[config.mk]
export PLATFORM = sky130hd
export DESIGN_NAME = hazard_ctrl_flat
export DESIGN_NICKNAME = d
export VERILOG_FILES = /design/src/rtl/hazard_ctrl_if.sv /design/src/rtl/hazard_ctrl.sv /design/src/flat_wrapper.sv
export SDC_FILE = /design/constraint.sdc
export NUM_CORES = 1
export LEC_CHECK = 0
export ABC_CLOCK_PERIOD_IN_PS = 2750
export CORE_UTILIZATION = 38
export CTS_BUF_LIST = sky130_fd_sc_hd__clkbuf_4
export DETAILED_ROUTE_END_ITERATION = 7
export PLACE_DENSITY_LB_ADDON = 0.3
export SYNTH_ARGS = -nofsm -noshare
export SYNTH_HDL_FRONTEND = slang
export SYNTH_SLANG_ARGS = --single-unit
export TNS_END_PERCENT = 1
[constraint.sdc]
create_clock -name clk -period 2.75 [get_ports clk]
set_input_delay 0.275 -clock clk [delete_from_list [all_inputs] [get_ports clk]]
set_output_delay 0.275 -clock clk [all_outputs]
set_load 0.02 [all_outputs]
[src/rtl/hazard_ctrl_if.sv]
`default_nettype none
// ============================================================================
//  Module      : hazard_ctrl_if
//  Description : Bundle between the pipeline and the hazard controller.
//                The pipeline side (master) reports register fields, load,
//                branch and data-memory status. The controller side (slave)
//                returns the stage enables, flush strobes, watchdog flag and
//                performance counters.
//  Revision    : 1.0  initial release
// ============================================================================
interface hazard_ctrl_if;

    // ID-stage source operands
    logic [4:0]  id_rs1;
    logic [4:0]  id_rs2;
    logic        id_use_rs1;
    logic        id_use_rs2;

    // EX-stage destination and status
    logic [4:0]  ex_rd;
    logic        ex_mem_read;
    logic        ex_branch_taken;

    // MEM-stage data-memory handshake
    logic        dmem_req;
    logic        dmem_ready;

    // Stage enables and flush strobes
    logic        pc_write;
    logic        if_id_write;
    logic        if_id_flush;
    logic        id_ex_write;
    logic        id_ex_flush;
    logic        ex_me_write;
    logic        me_wb_flush;

    // Watchdog and performance counters
    logic        mem_timeout;
    logic [15:0] lu_stall_cnt;
    logic [15:0] br_flush_cnt;
    logic [15:0] mem_wait_cnt;

    // Pipeline side: supplies hazard sources and consumes the controls
    modport master (
        output id_rs1, id_rs2, id_use_rs1, id_use_rs2,
        output ex_rd, ex_mem_read, ex_branch_taken,
        output dmem_req, dmem_ready,
        input  pc_write, if_id_write, if_id_flush,
        input  id_ex_write, id_ex_flush, ex_me_write, me_wb_flush,
        input  mem_timeout, lu_stall_cnt, br_flush_cnt, mem_wait_cnt
    );

    // Controller side: consumes hazard sources and produces the controls
    modport slave (
        input  id_rs1, id_rs2, id_use_rs1, id_use_rs2,
        input  ex_rd, ex_mem_read, ex_branch_taken,
        input  dmem_req, dmem_ready,
        output pc_write, if_id_write, if_id_flush,
        output id_ex_write, id_ex_flush, ex_me_write, me_wb_flush,
        output mem_timeout, lu_stall_cnt, br_flush_cnt, mem_wait_cnt
    );

endinterface : hazard_ctrl_if
`default_nettype wire

[src/rtl/hazard_ctrl.sv]
`default_nettype none
// ============================================================================
//  Module      : hazard_ctrl
//  Description : Pipeline hazard and stall controller for the 5-stage core.
//                Resolves data-memory freezes, taken-branch flushes and
//                load-use stalls (priority in that order). It drives the
//                stage enables and flush strobes combinationally and runs a
//                RUN/WAIT FSM with a sticky wait-timeout watchdog.
//  Options     : `define HAZARD_PERF_EN to build the three saturating 16-bit
//                performance counters; otherwise the counter ports read 0.
//  Revision    : 1.0  initial release
// ============================================================================
module hazard_ctrl #(
    parameter int WAIT_W      = 8,
    parameter int MEM_TIMEOUT = 255
) (
    input  logic         clk,
    input  logic         rst,
    hazard_ctrl_if.slave hz
);

    // ------------------------------------------------------------------------
    // Constants
    // ------------------------------------------------------------------------
    localparam logic [0:0]        c_st_run   = 1'b0;
    localparam logic [0:0]        c_st_wait  = 1'b1;
    localparam logic [WAIT_W-1:0] c_wait_max = {WAIT_W{1'b1}};
    localparam logic [WAIT_W-1:0] c_wait_one = WAIT_W'(1);
    localparam logic [WAIT_W-1:0] c_timeout  = WAIT_W'(MEM_TIMEOUT);

    // ------------------------------------------------------------------------
    // Hazard conditions
    // ------------------------------------------------------------------------
    logic w_freeze;
    logic w_branch;
    logic w_load_use;
    logic w_rs1_hit;
    logic w_rs2_hit;

    // A load into x0 never creates a dependency, and an operand that the ID
    // instruction does not read cannot create one either.
    assign w_rs1_hit  = hz.id_use_rs1 && (hz.ex_rd == hz.id_rs1);
    assign w_rs2_hit  = hz.id_use_rs2 && (hz.ex_rd == hz.id_rs2);
    assign w_load_use = hz.ex_mem_read && (hz.ex_rd != 5'd0) && (w_rs1_hit || w_rs2_hit);
    assign w_freeze   = hz.dmem_req && !hz.dmem_ready;
    assign w_branch   = hz.ex_branch_taken;

    // ------------------------------------------------------------------------
    // Memory-wait FSM
    // ------------------------------------------------------------------------
    logic [0:0]        r_state;
    logic [0:0]        w_state_nxt;
    logic [WAIT_W-1:0] r_wait_cnt;
    logic [WAIT_W-1:0] w_wait_cnt_nxt;
    logic              w_timeout_hit;
    logic              r_mem_timeout;

    // State register; reset aborts any wait in progress immediately
    always_ff @(posedge clk or posedge rst) begin
        if (rst) begin
            r_state <= c_st_run;
        end else begin
            r_state <= w_state_nxt;
        end
    end

    // Next state: enter WAIT on a freeze, leave once memory completes or the
    // request is withdrawn
    always_comb begin
        w_state_nxt = r_state;
        case (r_state)
            c_st_run: begin
                if (w_freeze) begin
                    w_state_nxt = c_st_wait;
                end
            end
            c_st_wait: begin
                if (hz.dmem_ready || !hz.dmem_req) begin
                    w_state_nxt = c_st_run;
                end
            end
            default: begin
                w_state_nxt = c_st_run;
            end
        endcase
    end

    // Stage controls; reset forces every stage to hold and load bubbles
    always_comb begin
        hz.pc_write    = 1'b1;
        hz.if_id_write = 1'b1;
        hz.if_id_flush = 1'b0;
        hz.id_ex_write = 1'b1;
        hz.id_ex_flush = 1'b0;
        hz.ex_me_write = 1'b1;
        hz.me_wb_flush = 1'b0;
        if (rst) begin
            hz.pc_write    = 1'b0;
            hz.if_id_write = 1'b0;
            hz.if_id_flush = 1'b1;
            hz.id_ex_write = 1'b0;
            hz.id_ex_flush = 1'b1;
            hz.ex_me_write = 1'b0;
            hz.me_wb_flush = 1'b1;
        end else if (w_freeze) begin
            // Everything up to EX/MEM holds; WB must not retire the stalled
            // MEM instruction twice, so MEM/WB takes a bubble.
            hz.pc_write    = 1'b0;
            hz.if_id_write = 1'b0;
            hz.id_ex_write = 1'b0;
            hz.ex_me_write = 1'b0;
            hz.me_wb_flush = 1'b1;
        end else if (w_branch) begin
            // Wrong-path IF and ID instructions are discarded, which also
            // makes any load-use dependency of the ID instruction moot.
            hz.if_id_flush = 1'b1;
            hz.id_ex_flush = 1'b1;
        end else if (w_load_use) begin
            // Hold PC and IF/ID for one cycle and push a bubble into EX.
            hz.pc_write    = 1'b0;
            hz.if_id_write = 1'b0;
            hz.id_ex_flush = 1'b1;
        end
    end

    // Wait counter next value: counts while the FSM stays in WAIT,
    // saturating, and returns to zero on leaving WAIT
    always_comb begin
        w_wait_cnt_nxt = '0;
        if ((r_state == c_st_wait) && (w_state_nxt == c_st_wait)) begin
            if (r_wait_cnt != c_wait_max) begin
                w_wait_cnt_nxt = r_wait_cnt + c_wait_one;
            end else begin
                w_wait_cnt_nxt = r_wait_cnt;
            end
        end
    end

    // The watchdog fires on the edge at which the counter reaches the limit
    assign w_timeout_hit = (r_state == c_st_wait) && (w_state_nxt == c_st_wait) &&
                           (w_wait_cnt_nxt == c_timeout);

    // Wait counter register
    always_ff @(posedge clk or posedge rst) begin
        if (rst) begin
            r_wait_cnt <= '0;
        end else begin
            r_wait_cnt <= w_wait_cnt_nxt;
        end
    end

    // Sticky timeout flag; only reset clears it, the pipeline keeps stalling
    always_ff @(posedge clk or posedge rst) begin
        if (rst) begin
            r_mem_timeout <= 1'b0;
        end else if (w_timeout_hit) begin
            r_mem_timeout <= 1'b1;
        end
    end

    assign hz.mem_timeout = r_mem_timeout;

    // ------------------------------------------------------------------------
    // Performance counters
    // ------------------------------------------------------------------------
`ifdef HAZARD_PERF_EN
    localparam logic [15:0] c_cnt_max = 16'hFFFF;

    logic        w_do_branch;
    logic        w_do_load_use;
    logic [15:0] r_lu_stall_cnt;
    logic [15:0] r_br_flush_cnt;
    logic [15:0] r_mem_wait_cnt;

    // Count the action actually taken, not merely the raw condition
    assign w_do_branch   = w_branch && !w_freeze;
    assign w_do_load_use = w_load_use && !w_branch && !w_freeze;

    // Saturating event counters
    always_ff @(posedge clk or posedge rst) begin
        if (rst) begin
            r_lu_stall_cnt <= 16'd0;
            r_br_flush_cnt <= 16'd0;
            r_mem_wait_cnt <= 16'd0;
        end else begin
            if (w_do_load_use && (r_lu_stall_cnt != c_cnt_max)) begin
                r_lu_stall_cnt <= r_lu_stall_cnt + 16'd1;
            end
            if (w_do_branch && (r_br_flush_cnt != c_cnt_max)) begin
                r_br_flush_cnt <= r_br_flush_cnt + 16'd1;
            end
            if (w_freeze && (r_mem_wait_cnt != c_cnt_max)) begin
                r_mem_wait_cnt <= r_mem_wait_cnt + 16'd1;
            end
        end
    end

    assign hz.lu_stall_cnt = r_lu_stall_cnt;
    assign hz.br_flush_cnt = r_br_flush_cnt;
    assign hz.mem_wait_cnt = r_mem_wait_cnt;
`else
    assign hz.lu_stall_cnt = 16'd0;
    assign hz.br_flush_cnt = 16'd0;
    assign hz.mem_wait_cnt = 16'd0;
`endif

endmodule : hazard_ctrl
`default_nettype wire
[src/flat_wrapper.sv]
// flat-port wrapper written by rule: the top's interface ports become plain ports
module hazard_ctrl_flat 
#(
    parameter int WAIT_W      = 8,
    parameter int MEM_TIMEOUT = 255
)
  (clk, rst, hz_id_rs1, hz_id_rs2, hz_id_use_rs1, hz_id_use_rs2, hz_ex_rd, hz_ex_mem_read, hz_ex_branch_taken, hz_dmem_req, hz_dmem_ready, hz_pc_write, hz_if_id_write, hz_if_id_flush, hz_id_ex_write, hz_id_ex_flush, hz_ex_me_write, hz_me_wb_flush, hz_mem_timeout, hz_lu_stall_cnt, hz_br_flush_cnt, hz_mem_wait_cnt);
  hazard_ctrl_if hz_i ();
  input  logic clk;
  input  logic rst;
  input wire logic [$bits(hz_i.id_rs1)-1:0] hz_id_rs1;
  input wire logic [$bits(hz_i.id_rs2)-1:0] hz_id_rs2;
  input wire logic [$bits(hz_i.id_use_rs1)-1:0] hz_id_use_rs1;
  input wire logic [$bits(hz_i.id_use_rs2)-1:0] hz_id_use_rs2;
  input wire logic [$bits(hz_i.ex_rd)-1:0] hz_ex_rd;
  input wire logic [$bits(hz_i.ex_mem_read)-1:0] hz_ex_mem_read;
  input wire logic [$bits(hz_i.ex_branch_taken)-1:0] hz_ex_branch_taken;
  input wire logic [$bits(hz_i.dmem_req)-1:0] hz_dmem_req;
  input wire logic [$bits(hz_i.dmem_ready)-1:0] hz_dmem_ready;
  output wire logic [$bits(hz_i.pc_write)-1:0] hz_pc_write;
  output wire logic [$bits(hz_i.if_id_write)-1:0] hz_if_id_write;
  output wire logic [$bits(hz_i.if_id_flush)-1:0] hz_if_id_flush;
  output wire logic [$bits(hz_i.id_ex_write)-1:0] hz_id_ex_write;
  output wire logic [$bits(hz_i.id_ex_flush)-1:0] hz_id_ex_flush;
  output wire logic [$bits(hz_i.ex_me_write)-1:0] hz_ex_me_write;
  output wire logic [$bits(hz_i.me_wb_flush)-1:0] hz_me_wb_flush;
  output wire logic [$bits(hz_i.mem_timeout)-1:0] hz_mem_timeout;
  output wire logic [$bits(hz_i.lu_stall_cnt)-1:0] hz_lu_stall_cnt;
  output wire logic [$bits(hz_i.br_flush_cnt)-1:0] hz_br_flush_cnt;
  output wire logic [$bits(hz_i.mem_wait_cnt)-1:0] hz_mem_wait_cnt;
  assign hz_i.id_rs1 = hz_id_rs1;
  assign hz_i.id_rs2 = hz_id_rs2;
  assign hz_i.id_use_rs1 = hz_id_use_rs1;
  assign hz_i.id_use_rs2 = hz_id_use_rs2;
  assign hz_i.ex_rd = hz_ex_rd;
  assign hz_i.ex_mem_read = hz_ex_mem_read;
  assign hz_i.ex_branch_taken = hz_ex_branch_taken;
  assign hz_i.dmem_req = hz_dmem_req;
  assign hz_i.dmem_ready = hz_dmem_ready;
  assign hz_pc_write = hz_i.pc_write;
  assign hz_if_id_write = hz_i.if_id_write;
  assign hz_if_id_flush = hz_i.if_id_flush;
  assign hz_id_ex_write = hz_i.id_ex_write;
  assign hz_id_ex_flush = hz_i.id_ex_flush;
  assign hz_ex_me_write = hz_i.ex_me_write;
  assign hz_me_wb_flush = hz_i.me_wb_flush;
  assign hz_mem_timeout = hz_i.mem_timeout;
  assign hz_lu_stall_cnt = hz_i.lu_stall_cnt;
  assign hz_br_flush_cnt = hz_i.br_flush_cnt;
  assign hz_mem_wait_cnt = hz_i.mem_wait_cnt;
  hazard_ctrl #(.WAIT_W(WAIT_W), .MEM_TIMEOUT(MEM_TIMEOUT)) u_core (.clk(clk), .rst(rst), .hz(hz_i));
endmodule
Yosys cells after proc, flatten, opt, wreduce, memory -nomap -nowiden
Index checks and enable logic that the tools add are counted.
{"block": "classes", "add_sub_neg": 1, "n_mux": 19, "n_eq_ne": 4, "bitwise_logic": 1, "n_reduce_logical": 12}
{"cell": "$mux W1", "count": 16}
{"cell": "$mux W8", "count": 2}
{"cell": "$eq A5 B5 Y1", "count": 2}
{"cell": "$add A8 B1 Y8 const B", "count": 1}
{"cell": "$eq A8 B8 Y1 const B", "count": 1}
{"cell": "$ne A8 B8 Y1 const B", "count": 1}
{"cell": "$logic_and A1 B1 Y1", "count": 7}
{"cell": "$reduce_bool A5 Y1", "count": 1}
{"cell": "$logic_not A1 Y1", "count": 2}
{"cell": "$logic_or A1 B1 Y1", "count": 2}
{"cell": "$pmux W1 S2", "count": 1}
{"cell": "$not A1 Y1", "count": 1}
{"block": "word_totals", "wordCells": 40, "regBits": 10, "output_inout_bits": 56}

Logic depth before layout (Yosys ltp)
{"block": "logic_depth", "depth_word": 8, "ltp_mapped": 6, "mapped_depth_nobuf": 6}

Worst setup path before layout
OpenSTA, ideal clock, no wires.
{"block": "synth_path", "path_kind": "input to output", "from": "in hz_ex_rd[1]", "to": "out hz_pc_write", "required_time_ps": 2475, "arrival_ps": 1415, "slack_ps": 1060, "cell_stages": 4, "cell_sequence": "or4_1 > o211ai_1 > o21a_1 > buf_4"}
{"block": "synth_via", "elab_chain_len": 8}
{"item": "start: declaration", "line": "flat_wrapper.sv:15", "text": "input wire logic [$bits(hz_i.ex_rd)-1:0] hz_ex_rd;"}
{"item": "$eq A5 B5 Y1, on equally long branches", "line": "hazard_ctrl.sv:42, hazard_ctrl.sv:43"}
{"item": "$logic_and A1 B1 Y1, on equally long branches", "line": "hazard_ctrl.sv:42, hazard_ctrl.sv:43"}
{"item": "$logic_or A1 B1 Y1", "line": "hazard_ctrl.sv:44", "text": "assign w_load_use = hz.ex_mem_read && (hz.ex_rd != 5'd0) && (w_rs1_hit || w_rs2_hit);"}
{"item": "$logic_and A1 B1 Y1 (*)", "line": "hazard_ctrl.sv:44"}
{"item": "$mux W1 (*) (4 in a row)"}
{"item": "end: declaration", "line": "flat_wrapper.sv:20", "text": "output wire logic [$bits(hz_i.pc_write)-1:0] hz_pc_write;"}
Every way passes the cells marked *; elsewhere a longest branch is shown, timed or not.

Worst setup path in the final report
{"block": "layout_path", "from": "in hz_ex_rd[1]", "to": "out hz_pc_write"}
{"block": "layout_via", "elab_chain_len": 8}
{"item": "$eq A5 B5 Y1, on equally long branches", "line": "hazard_ctrl.sv:42, hazard_ctrl.sv:43"}
{"item": "$logic_and A1 B1 Y1, on equally long branches", "line": "hazard_ctrl.sv:42, hazard_ctrl.sv:43"}
{"item": "$logic_or A1 B1 Y1", "line": "hazard_ctrl.sv:44"}
{"item": "$logic_and A1 B1 Y1 (*)", "line": "hazard_ctrl.sv:44"}
{"item": "$mux W1 (*)", "line": "hazard_ctrl.sv:118", "text": "end else if (w_load_use) begin"}
{"item": "$mux W1 (*)", "line": "hazard_ctrl.sv:113", "text": "end else if (w_branch) begin"}
{"item": "$mux W1 (*)", "line": "hazard_ctrl.sv:105", "text": "end else if (w_freeze) begin"}
{"item": "$mux W1 (*)", "line": "hazard_ctrl.sv:97", "text": "if (rst) begin"}
Marks and branches as above.

==> impl_metrics.ini <==
[grt]
grt_pass1_vias = 764
grt_pass1_wl_um = 3080
antenna_found_initial = 0
grt_max_degree = 11
grt.total_usage_pct = 12.5
globalRouteOverflowTotal = 0

[routing]
route.antenna.remaining_nets = 0
vias_per_cell = 4.20
initialDrtViolationCount = 11
drt_first_pass_iters = 4
wirelength_um = 1810
num_vias = 802
drc_errors = 0
wire_per_inst_um = 9.47

[floorplan]
die-area_mm2 = 0.00309
initial_core_util_pct = 39.9
rows = 19
coreArea_mm2 = 0.00273
die_h_um = 55.6
fp.dieW_um = 55.6
ioPinCount = 79

[clock_network]
clk_pin_slew_ns = 0.07
clock_path_buffers = 2
clockRootBuffer = clkbuf_4
ctsResizeCount = 0
hold_buffers = 0
insertion_delay_ns = 0.27
cts_setup_buffers = 0
htree_levels = 1
cts_tree = done
tritoncts.num_buffers = 3
clock-sinks = 10

[critical_path]
worstSetupPathType = in2out
slowest_stage = clkdlybuf4s50_1
crit_arrival_ns = 2.28
end_kind = primary output
r2r_start = u_core.r_wait_cnt[0]
required_ns = 2.48
r2r_slack_ns = 1.01
ff2ff_path_depth = 6
crit_top_cell = clkdlybuf4s50_1
crit_path_start_kind = input port
timing.rr.end = u_core.hz.mem_timeout
cpPeakStageDelay_ns = 0.60
path_cells = clkdlybuf4s50_1 -> or4_1 -> o211ai_1 -> o21a_1 -> clkdlybuf4s50_1
cp_max_fo = 3

[logic_synthesis]
ys_warn_count = 0
synth-xor-area-share_pct = 10.4
synth-simple-area-share_pct = 16.1
synth_fa_ha_area_share_pct = 1.15
synth-main-ff-cell = dfrtp_1
syn_area_mm2 = 0.00109
synthCells = 128
synthArstFlopShare_pct = 100
synth_top_family_by_area = buffers and inverters
synthMuxAreaShare_pct = 0.918
ys_types = 37
synth_seq_cells = 10
synth_edf_count = 0
synth_compound_area_share_pct = 11.6
synth_area_per_cell_um2 = 8.51
synth_seq_area_share_pct = 23.0

[job]
cap_violations = 0

[power]
power_density_mw_per_mm2 = 317
finalPower_mw = 0.400
peakVddDrop_uv = 224
p_leak_nw = 0.570

[timing]
finClkSkew_ns = 0.00251
rsz0062_at_grt = no
whs_ns = 0.343
min_period_ns = 2.55
drv_slew = 0
layout_setup_ws_ns = 0.197
setup_viol = 0
min_period_over_period_pct = 92.8
fmax_ghz = 0.392
hold_viol = 0
finalSetupTns_ns = 0

[layout]
final_layout_size_suffix_gt1_share_pct = 7.50
final_cell_count_no_fill = 191
final_util_pct = 46.2
fin_nets = 185
num_antenna_cells = 0
syn_to_final_growth_pct = 16.0
final_area_mm2 = 0.00126

[placed_design]
routabilityCongestion = 0.740
placed_cell_area_mm2 = 0.00124
port_buffers = 30
placedCellCount = 187
dp_hpwl_um = 1490
place_ws_ns = 0.175

[status]
status = finished, final reports clean

[min_path]
hp-class = in2async
## layer usage
layer  track usage (%)  vias up  part of all wire [%]
met4              3.21        0                  0.94
li1                  -      400                     -
met1              15.3      352                    42
met5                 0        -                     0
met3              5.15        2                    10
met2              20.3       48                    47
## cells by family (layout without fill, tap and decap cells)
| kind of cell | count (synthesis) | in the layout |
|---|---|---|
| compound gates | 18 | 18 |
| mux | 1 | 1 |
| simple gates | 28 | 28 |
| fa+ha+maj | 1 | 1 |
| buf+inv | 56 | 41 |
| other cells | 1 | 48 |
| xor+xnor | 13 | 13 |
| flops | 10 | 10 |
## synthesized netlist by cell type (2+ instances only)
master | number | area share (%)
a31oi_1 | 3 | 1.7
xnor2_1 | 12 | 9.6
nor3_2 | 2 | 1.8
a21oi_1 | 3 | 1.4
nor2_1 | 5 | 1.7
dfrtp_1 | 10 | 23
nand4_1 | 3 | 1.7
clkinv_1 | 2 | 0.69
nand2_1 | 4 | 1.4
inv_1 | 4 | 1.4
nor3_1 | 3 | 1.4
and2b_1 | 2 | 1.4
buf_4 | 50 | 34
o21a_1 | 2 | 1.4
## layout by cell type (no fill, tap or decap), drive strengths merged
master	count
buf	1
xor2	1
a21boi	1
o21a	2
clkdlybuf4s50	30
a211oi	1
a32oi	1
a31oi	3
ha	1
o211ai	1
clkinv	3
o21ai	1
and4	1
a41o	1
conb	48
o22ai	1
nor3	5
and3	1
o221ai	1
clkbuf	3
nor2	6
o21bai	1
nand4	4
and2	1
xnor2	12
mux2i	1
and2b	2
nand2	5
dfrtp	10
nand3	1
inv	4
nor4	1
or4	1
a21oi	4
## flip-flops by register name, indices dropped and copies added, names as in the netlist
register,cells
u_core.hz.mem_timeout,1
u_core.r_state,1
u_core.r_wait_cnt,8
## power by group
| group | switching [mW] | leakage (nW) | internal, mW | total, mW |
|---|---|---|---|---|
| Combinational | 0.0913 | 0.416 | 0.0538 | 0.145 |
| Clock | 0.0531 | 0.0154 | 0.0525 | 0.106 |
| Sequential | 0.00124 | 0.138 | 0.148 | 0.149 |
## cell type report
cell class	instances	area, µm²
fill	276	1470
multi-input combinational	109	618
inverter	6	22.5
clock inverter	1	3.75
timing repair buffer	31	308
sequential	10	250
clock buffer	3	22.5
tap	31	38.8
## worst max-delay path: cells and delay by family
family	cells	cell delay [ns]
simple gates	1	0.54
buf+inv	2	1.06
compound gates	2	0.40
## worst max path at each step
| stage | from | endpoint |
|---|---|---|
| 2_1_floorplan | hz_ex_rd[1] | hz_pc_write |
| 3_3_place_gp | hz_ex_rd[1] | hz_pc_write |
| 3_5_place_dp | hz_ex_rd[1] | hz_pc_write |
| 4_1_cts | hz_ex_rd[1] | hz_pc_write |
| 5_1_grt | hz_ex_rd[2] | hz_pc_write |
| 6_report | hz_ex_rd[1] | hz_pc_write |
(Power assumes the default switching activity.)
